[src/rtl/r2sdf_stage.sv]
// Radix-2 single-path delay-feedback FFT stage: butterfly with a D-deep
// feedback FIFO, frame counter with flush, registered outputs.
//
// Ports:
//   iClk, iRst                  clock, synchronous active-high reset
//   iData_valid                 input sample valid
//   iData_Re, iData_Im          input sample (DATA_W bits, signed)
//   oData_valid                 output sample valid
//   oData_Re, oData_Im          output sample (DATA_W+1 bits, signed)
//   oFrame_start                pulse with first valid output of a frame
//
// Macro R2SDF_STAGE_SCALE_EN: when defined, outputs are rounded as
// (x+1)>>>1; the feedback buffer always keeps full precision.
module r2sdf_stage #(
    parameter int DATA_W     = 37,
    parameter int DELAY_LOG2 = 0,
    parameter int FFT_LOG2   = 7
) (
    input  logic                     iClk,
    input  logic                     iRst,
    input  logic                     iData_valid,
    input  logic signed [DATA_W-1:0] iData_Re,
    input  logic signed [DATA_W-1:0] iData_Im,
    output logic                     oData_valid,
    output logic signed [DATA_W:0]   oData_Re,
    output logic signed [DATA_W:0]   oData_Im,
    output logic                     oFrame_start
);

    localparam int OW    = DATA_W + 1;
    localparam int CW    = FFT_LOG2 + 1;
    localparam int DEPTH = 1 << DELAY_LOG2;

    localparam logic [CW-1:0] D_CNT = CW'(DEPTH);
    localparam logic [CW-1:0] LAST  = CW'((1 << FFT_LOG2) + DEPTH - 1);

    logic [CW-1:0] cnt;
    logic          flush;
    logic          en;
    logic          bfly;

    logic signed [OW-1:0] dly_re [DEPTH];
    logic signed [OW-1:0] dly_im [DEPTH];

    logic signed [OW-1:0] in_re,  in_im;
    logic signed [OW-1:0] head_re, head_im;
    logic signed [OW-1:0] wr_re,  wr_im;
    logic signed [OW-1:0] res_re, res_im;
    logic                 valid_nxt;
    logic                 fs_nxt;

`ifdef R2SDF_STAGE_SCALE_EN
    // Round half up: add one in a one-bit-wider word, then drop the LSB.
    function automatic logic signed [OW-1:0] scale(input logic signed [OW-1:0] x);
        logic signed [OW:0] t;
        t = {x[OW-1], x} + 1'b1;
        return t[OW:1];
    endfunction
`else
    function automatic logic signed [OW-1:0] scale(input logic signed [OW-1:0] x);
        return x;
    endfunction
`endif

    assign flush = cnt[FFT_LOG2];
    assign en    = iData_valid | flush;
    assign bfly  = cnt[DELAY_LOG2];

    // Flush cycles push zeros so stale input never enters the buffer.
    assign in_re = flush ? '0 : OW'(iData_Re);
    assign in_im = flush ? '0 : OW'(iData_Im);

    assign head_re = dly_re[DEPTH-1];
    assign head_im = dly_im[DEPTH-1];

    // In the butterfly phase the head always holds a fill-phase sample,
    // so head +/- input fits in OW bits without wrap.
    always_comb begin
        wr_re  = in_re;
        wr_im  = in_im;
        res_re = head_re;
        res_im = head_im;
        if (bfly) begin
            wr_re  = head_re - in_re;
            wr_im  = head_im - in_im;
            res_re = head_re + in_re;
            res_im = head_im + in_im;
        end
    end

    assign valid_nxt = flush |
        (iData_valid & (cnt[FFT_LOG2-1:0] >= D_CNT[FFT_LOG2-1:0]));
    assign fs_nxt = iData_valid & ~flush & (cnt == D_CNT);

    always_ff @(posedge iClk) begin
        if (iRst) begin
            cnt          <= '0;
            oData_valid  <= 1'b0;
            oFrame_start <= 1'b0;
            oData_Re     <= '0;
            oData_Im     <= '0;
        end else begin
            oData_valid  <= valid_nxt;
            oFrame_start <= fs_nxt;
            if (valid_nxt) begin
                oData_Re <= scale(res_re);
                oData_Im <= scale(res_im);
            end
            if (en) begin
                cnt <= (cnt == LAST) ? '0 : cnt + 1'b1;
            end
        end
    end

    // Shift-register FIFO; contents are don't-care after reset because
    // the fill phase rewrites every entry before it is read.
    always_ff @(posedge iClk) begin
        if (en) begin
            dly_re[0] <= wr_re;
            dly_im[0] <= wr_im;
            for (int i = 1; i < DEPTH; i++) begin
                dly_re[i] <= dly_re[i-1];
                dly_im[i] <= dly_im[i-1];
            end
        end
    end

endmodule

[config.mk]
export PLATFORM = sky130hd
export DESIGN_NAME = r2sdf_stage
export DESIGN_NICKNAME = d
export VERILOG_FILES = /design/src/rtl/r2sdf_stage.sv
export SDC_FILE = /design/constraint.sdc
export NUM_CORES = 1
export LEC_CHECK = 0
export BUFFER_PORTS_ARGS = -buffer_cell sky130_fd_sc_hd__buf_4
export CAP_MARGIN = 20
export CORE_MARGIN = 3
export CORE_UTILIZATION = 35
export CTS_CLUSTER_DIAMETER = 50
export DETAILED_ROUTE_END_ITERATION = 6
export MAX_ROUTING_LAYER = met4
export PLACE_DENSITY = 0.55
export RECOVER_POWER = 50
export SLEW_MARGIN = 0
export SYNTH_ARGS = -nofsm -noshare
export SYNTH_HDL_FRONTEND = slang
export SYNTH_SLANG_ARGS = --single-unit
[constraint.sdc]
create_clock -name iClk -period 5.5 [get_ports iClk]
set_input_delay 0.55 -clock iClk [delete_from_list [all_inputs] [get_ports iClk]]
set_output_delay 0.55 -clock iClk [all_outputs]
set_load 0.05 [all_outputs]
==> results list <==
* Run status: complete, but fails checks
- The final reports fail on capacitance limit, slew limit.
- Along the worst path, the maximum fanout reaches 51.
- The congestion estimate from routability-driven global placement came to 0.920.
- Clock-pin slew was measured on the worst setup and hold paths at 70 ps.
* Instance count of the mapped netlist: 1,995
- CTS buffer count: 17
* Largest net degree at the start of global routing: 96
- The share of the Yosys chip area taken by registers is 0.258.
- The fraction of the mapped netlist area in compound gates was 0.256.
- Endpoint class of the critical path: register
- Yosys printed 0 warnings.
- The clock tree synthesis step divided the H-tree into 4 levels.
* Root buffer selected by CTS: clkbuf_16
* Clock network power share: 0.248
- Post-synthesis to final-layout area growth: 11.3%
- After synthesis, the largest family of logic cells by area is compound AO/OA/AOI/OAI gates.
- Power spread over the standard cell area amounts to 281 mW/mm².
- Routed Antenna Nets: 0
- Total DRC errors in the routed layout: 0
- Routed wire per std cell: 18.8 µm
- Ys async rst share: 0
* Adder and majority cell fraction of the synthesized area: 0.133
- Net count, final: 2,300
* Vertical die dimension: 217 µm
* Post-synthesis sequential element count: between 150 and 200
- Of the total synthesized cell area, the portion taken by XOR and XNOR cells is 0.0717.
- For this block, the routed nets add up to 50,100 µm of wire.
* Hold violation count in the final report: 0
- Fmax: 221 MHz
- Endpoint arrival time on the critical path: 4730 ps
- IR analysis of the VDD net gives a maximum drop of 229 µV.
* Number of global-route vias before repair: 14,311
- Setup Buffers After CTS: 0
- After detailed routing, the number of vias per cell comes to around 5.5.
* Starting density of the core: 0.357
- In this run the tool buffered the top-level ports with 154 buffer cells.
* Period utilization: 0.822
* Max-Cap Viols: 2
* Share of post-route cells with drive strength above 1: 0.0849
* Non-Filler Instances: 2,660
- Count of flip-flops with a built-in enable after synthesis: 76
* Final Max Tran Viols: approximately 100
- Clock latency on the worst-skew pair, taken at its later pin, is about 500 ps.
* Initial antenna violation count: 2
- Global routing finished with a remaining overflow of 0.
- Total half-perimeter wirelength after legalization and detailed placement: 37,200 µm
- Counting every net in the synthesized netlist gives 2,234.
* Total negative setup slack: 0 ps
- Overall via count from detail_route: 14,528
- Worst max-slew margin expressed relative to the limit: -0.670
- Most common cell after layout, fill and taps aside: nor2_1
- Setup repair after global routing left no endpoint under its margin.
* CTS Hold Bufs: 0
- The top cell types in the final layout, fill and taps aside, are nor2_1 (218), a21oi_1 (207), ha_1 (158).
- Global-route wire length before repair: around 79,000 µm
* Internal power contribution: 2.78 mW
- Iteration count of the initial detailed-routing pass: 5
- Area of the mapped netlist: 0.0155 mm²
- The most numerous cell type found on the critical path is nor2b_1.
* Largest stage delay on the critical path: 920 ps
- After synthesis, the share of cell area in mux cells is 0.0103.
- Required time at the worst-slack endpoint: 5710 ps
- Among all flip-flop cells after synthesis, the most frequent one is dfxtp_1.
- Of the total power, the share spent switching nets is 0.426.
- Global-route usage over all layers: 0.218
* Post_cts resized: 0
* Unique masters post-synth: slightly above 90
- Tot Pwr: 4.85 mW
- Combinational cell fraction of total power: 0.439
- At the pin with the least slew margin, the transition time is 2500 ps.
- In this run the deepest clock path goes through 2 buffers.
- The first routing iteration left 958 violations.
* Clock tree from TritonCTS: yes
- In this run, placement finished with an instance count of 2,627.
* Total die area: 0.0469 mm²
* Simple-gate share of the synthesized area: 0.199
* Power spent charging and discharging nets: 2.06 mW
- Category of the worst setup path launch point: register
- Highest-delay cell along the critical path: dfxtp_1
- Avg Synthesized Cell Area: 7.78 µm²
- The min-delay analysis places its worst path in the category input pin to register.
* Placeable Area: 0.0435 mm²
- Horiz. Die Dim: 217 µm
- Final setup vio count: 0
- Portion of total power attributed to sequential cells: 0.313
- Cells along the critical path: buf_12 > nor2b_1 > ha_1 > fa_1 > nor2b_1 > o21ai_1 > a21boi_1 > o31ai_1 > a21oi_1 > a221oi_1 > a21o_1 > or4_1 > nand3b_1 > xnor2_1 > mux2i_1
- For the final database, setup skew stands at between 10 and 15 ps.
* Clock period minus worst slack: 4520 ps
* Clock Sink Count: 162
- For this design the static power due to leakage is a little over 7 nW.
- In this run the count of I/O pins placed on the die edge is about 160.
- Number of rows in the core area: 76
- The critical path in this run is classified as register to register.
-- routing by layer --
layer	wire length (µm)	global-route usage	vias up
met1	22800	0.277	6927
li1	-	-	7159
met2	23600	0.353	373
met4	1120	0.0668	0
met3	2550	0.0412	69
met5	0	-	-
-- final cells by class --
| class | instances | area (µm²) |
|---|---|---|
| timing repair buffer | 164 | 945 |
| clock inverter | 13 | 93.8 |
| antenna | 1 | 2.50 |
| sequential | 162 | 4010 |
| multi-input combinational | 1555 | 10400 |
| inverter | 161 | 606 |
| tap | 585 | 732 |
| clock buffer | 19 | 464 |
| fill | 4564 | 26200 |
-- power by group through the flow --
stage | combinational, mW | sequential [mW] | clock [mW]
6_report | 2.13 | 1.52 | 1.20
3_3_place_gp | 2.15 | 1.54 | 0
2_1_floorplan | 1.44 | 1.69 | 0
4_1_cts | 2.17 | 1.52 | 1.25
5_1_grt | 2.34 | 1.53 | 1.28
3_5_place_dp | 2.15 | 1.54 | 0
-- kinds of logic after synthesis --
| group | Yosys count |
|---|---|
| buffers and inverters | 278 |
| DFF | 162 |
| and+or+nand+nor | 639 |
| adders and majority gates | 162 |
| xor gates and xnor gates | 127 |
| muxes | 16 |
| AOI/OAI and AO/OA | 611 |
-- critical path, delay by kind of cell, from the launching register on --
kind                     cells  cell delay [ps]
AND/OR/NAND/NOR              4              850
buffers and inverters        1              340
flip-flops                   1              920
XOR/XNOR                     1              120
AO/OA/AOI/OAI                6             1210
multiplexers                 1              100
adder cells (fa/ha/maj)      2              680
-- registers in the layout (all words and copies together) (netlist names) --
signal / cells
oData_Im: 38
oData_valid: 1
dly_im: 38
dly_re: 38
cnt: 8
oData_Re: 38
oFrame_start: 1
-- path summary, 6_finish.rpt --
| check | startpoint | to | slack (ps) | depth (start not counted) |
|---|---|---|---|---|
| setup / recovery | cnt[7] | dly_im[0][34] | 980 | 15 |
| hold / removal | iData_valid | oFrame_start | 390 | 2 |
| setup reg to reg | cnt[7] | dly_im[0][34] | 980 | 15 |
| hold reg to reg | oData_Re[28] | oData_Re[28] | 450 | 2 |
-- per-stage QoR --
step	utilization	hold WS [ps]	area, µm²	worst slack, ps
3_5_place_dp	0.391	446	17000	1270
4_1_cts	0.404	347	17600	1270
6_report	0.397	390	17300	980
5_1_grt	0.397	362	17300	549
3_3_place_gp	0.391	444	17000	1410
2_1_floorplan	-	469	15500	1980
-- synth_stat cells, types with 7 or more instances --
master      n  share of area
edfxtp_1   76           0.15
xnor2_1   109          0.062
o41ai_1     7         0.0040
nor3_1     48          0.015
ha_1      158           0.13
a211o_1     8         0.0045
o21a_1     14         0.0068
o21bai_1   28          0.014
dfxtp_1    86           0.11
and2_1      9         0.0036
a21oi_1   208          0.067
inv_1     140          0.034
buf_2      28         0.0090
nand3_1    33          0.011
o22ai_1    11         0.0044
and3_1     19         0.0077
a221oi_1    7         0.0040
clkbuf_1   70          0.017
nand2b_1   89          0.036
or2_2       8         0.0032
inv_2      17         0.0041
o21ai_1    20         0.0065
nor4_1     17         0.0069
a21o_1     23          0.011
buf_1      12         0.0029
mux2i_1    16          0.010
o31ai_1    19         0.0092
xor2_1     18          0.010
o211ai_1    9         0.0044
nand2_1   130          0.031
o21ai_0   108          0.035
or3_1      11         0.0044
a31oi_1    16         0.0065
nor2_1    218          0.053
nor2b_1    16         0.0065
nand4_1    16         0.0065
a211oi_1   52          0.025
No activity file was read; power rests on OpenSTA's default activity.
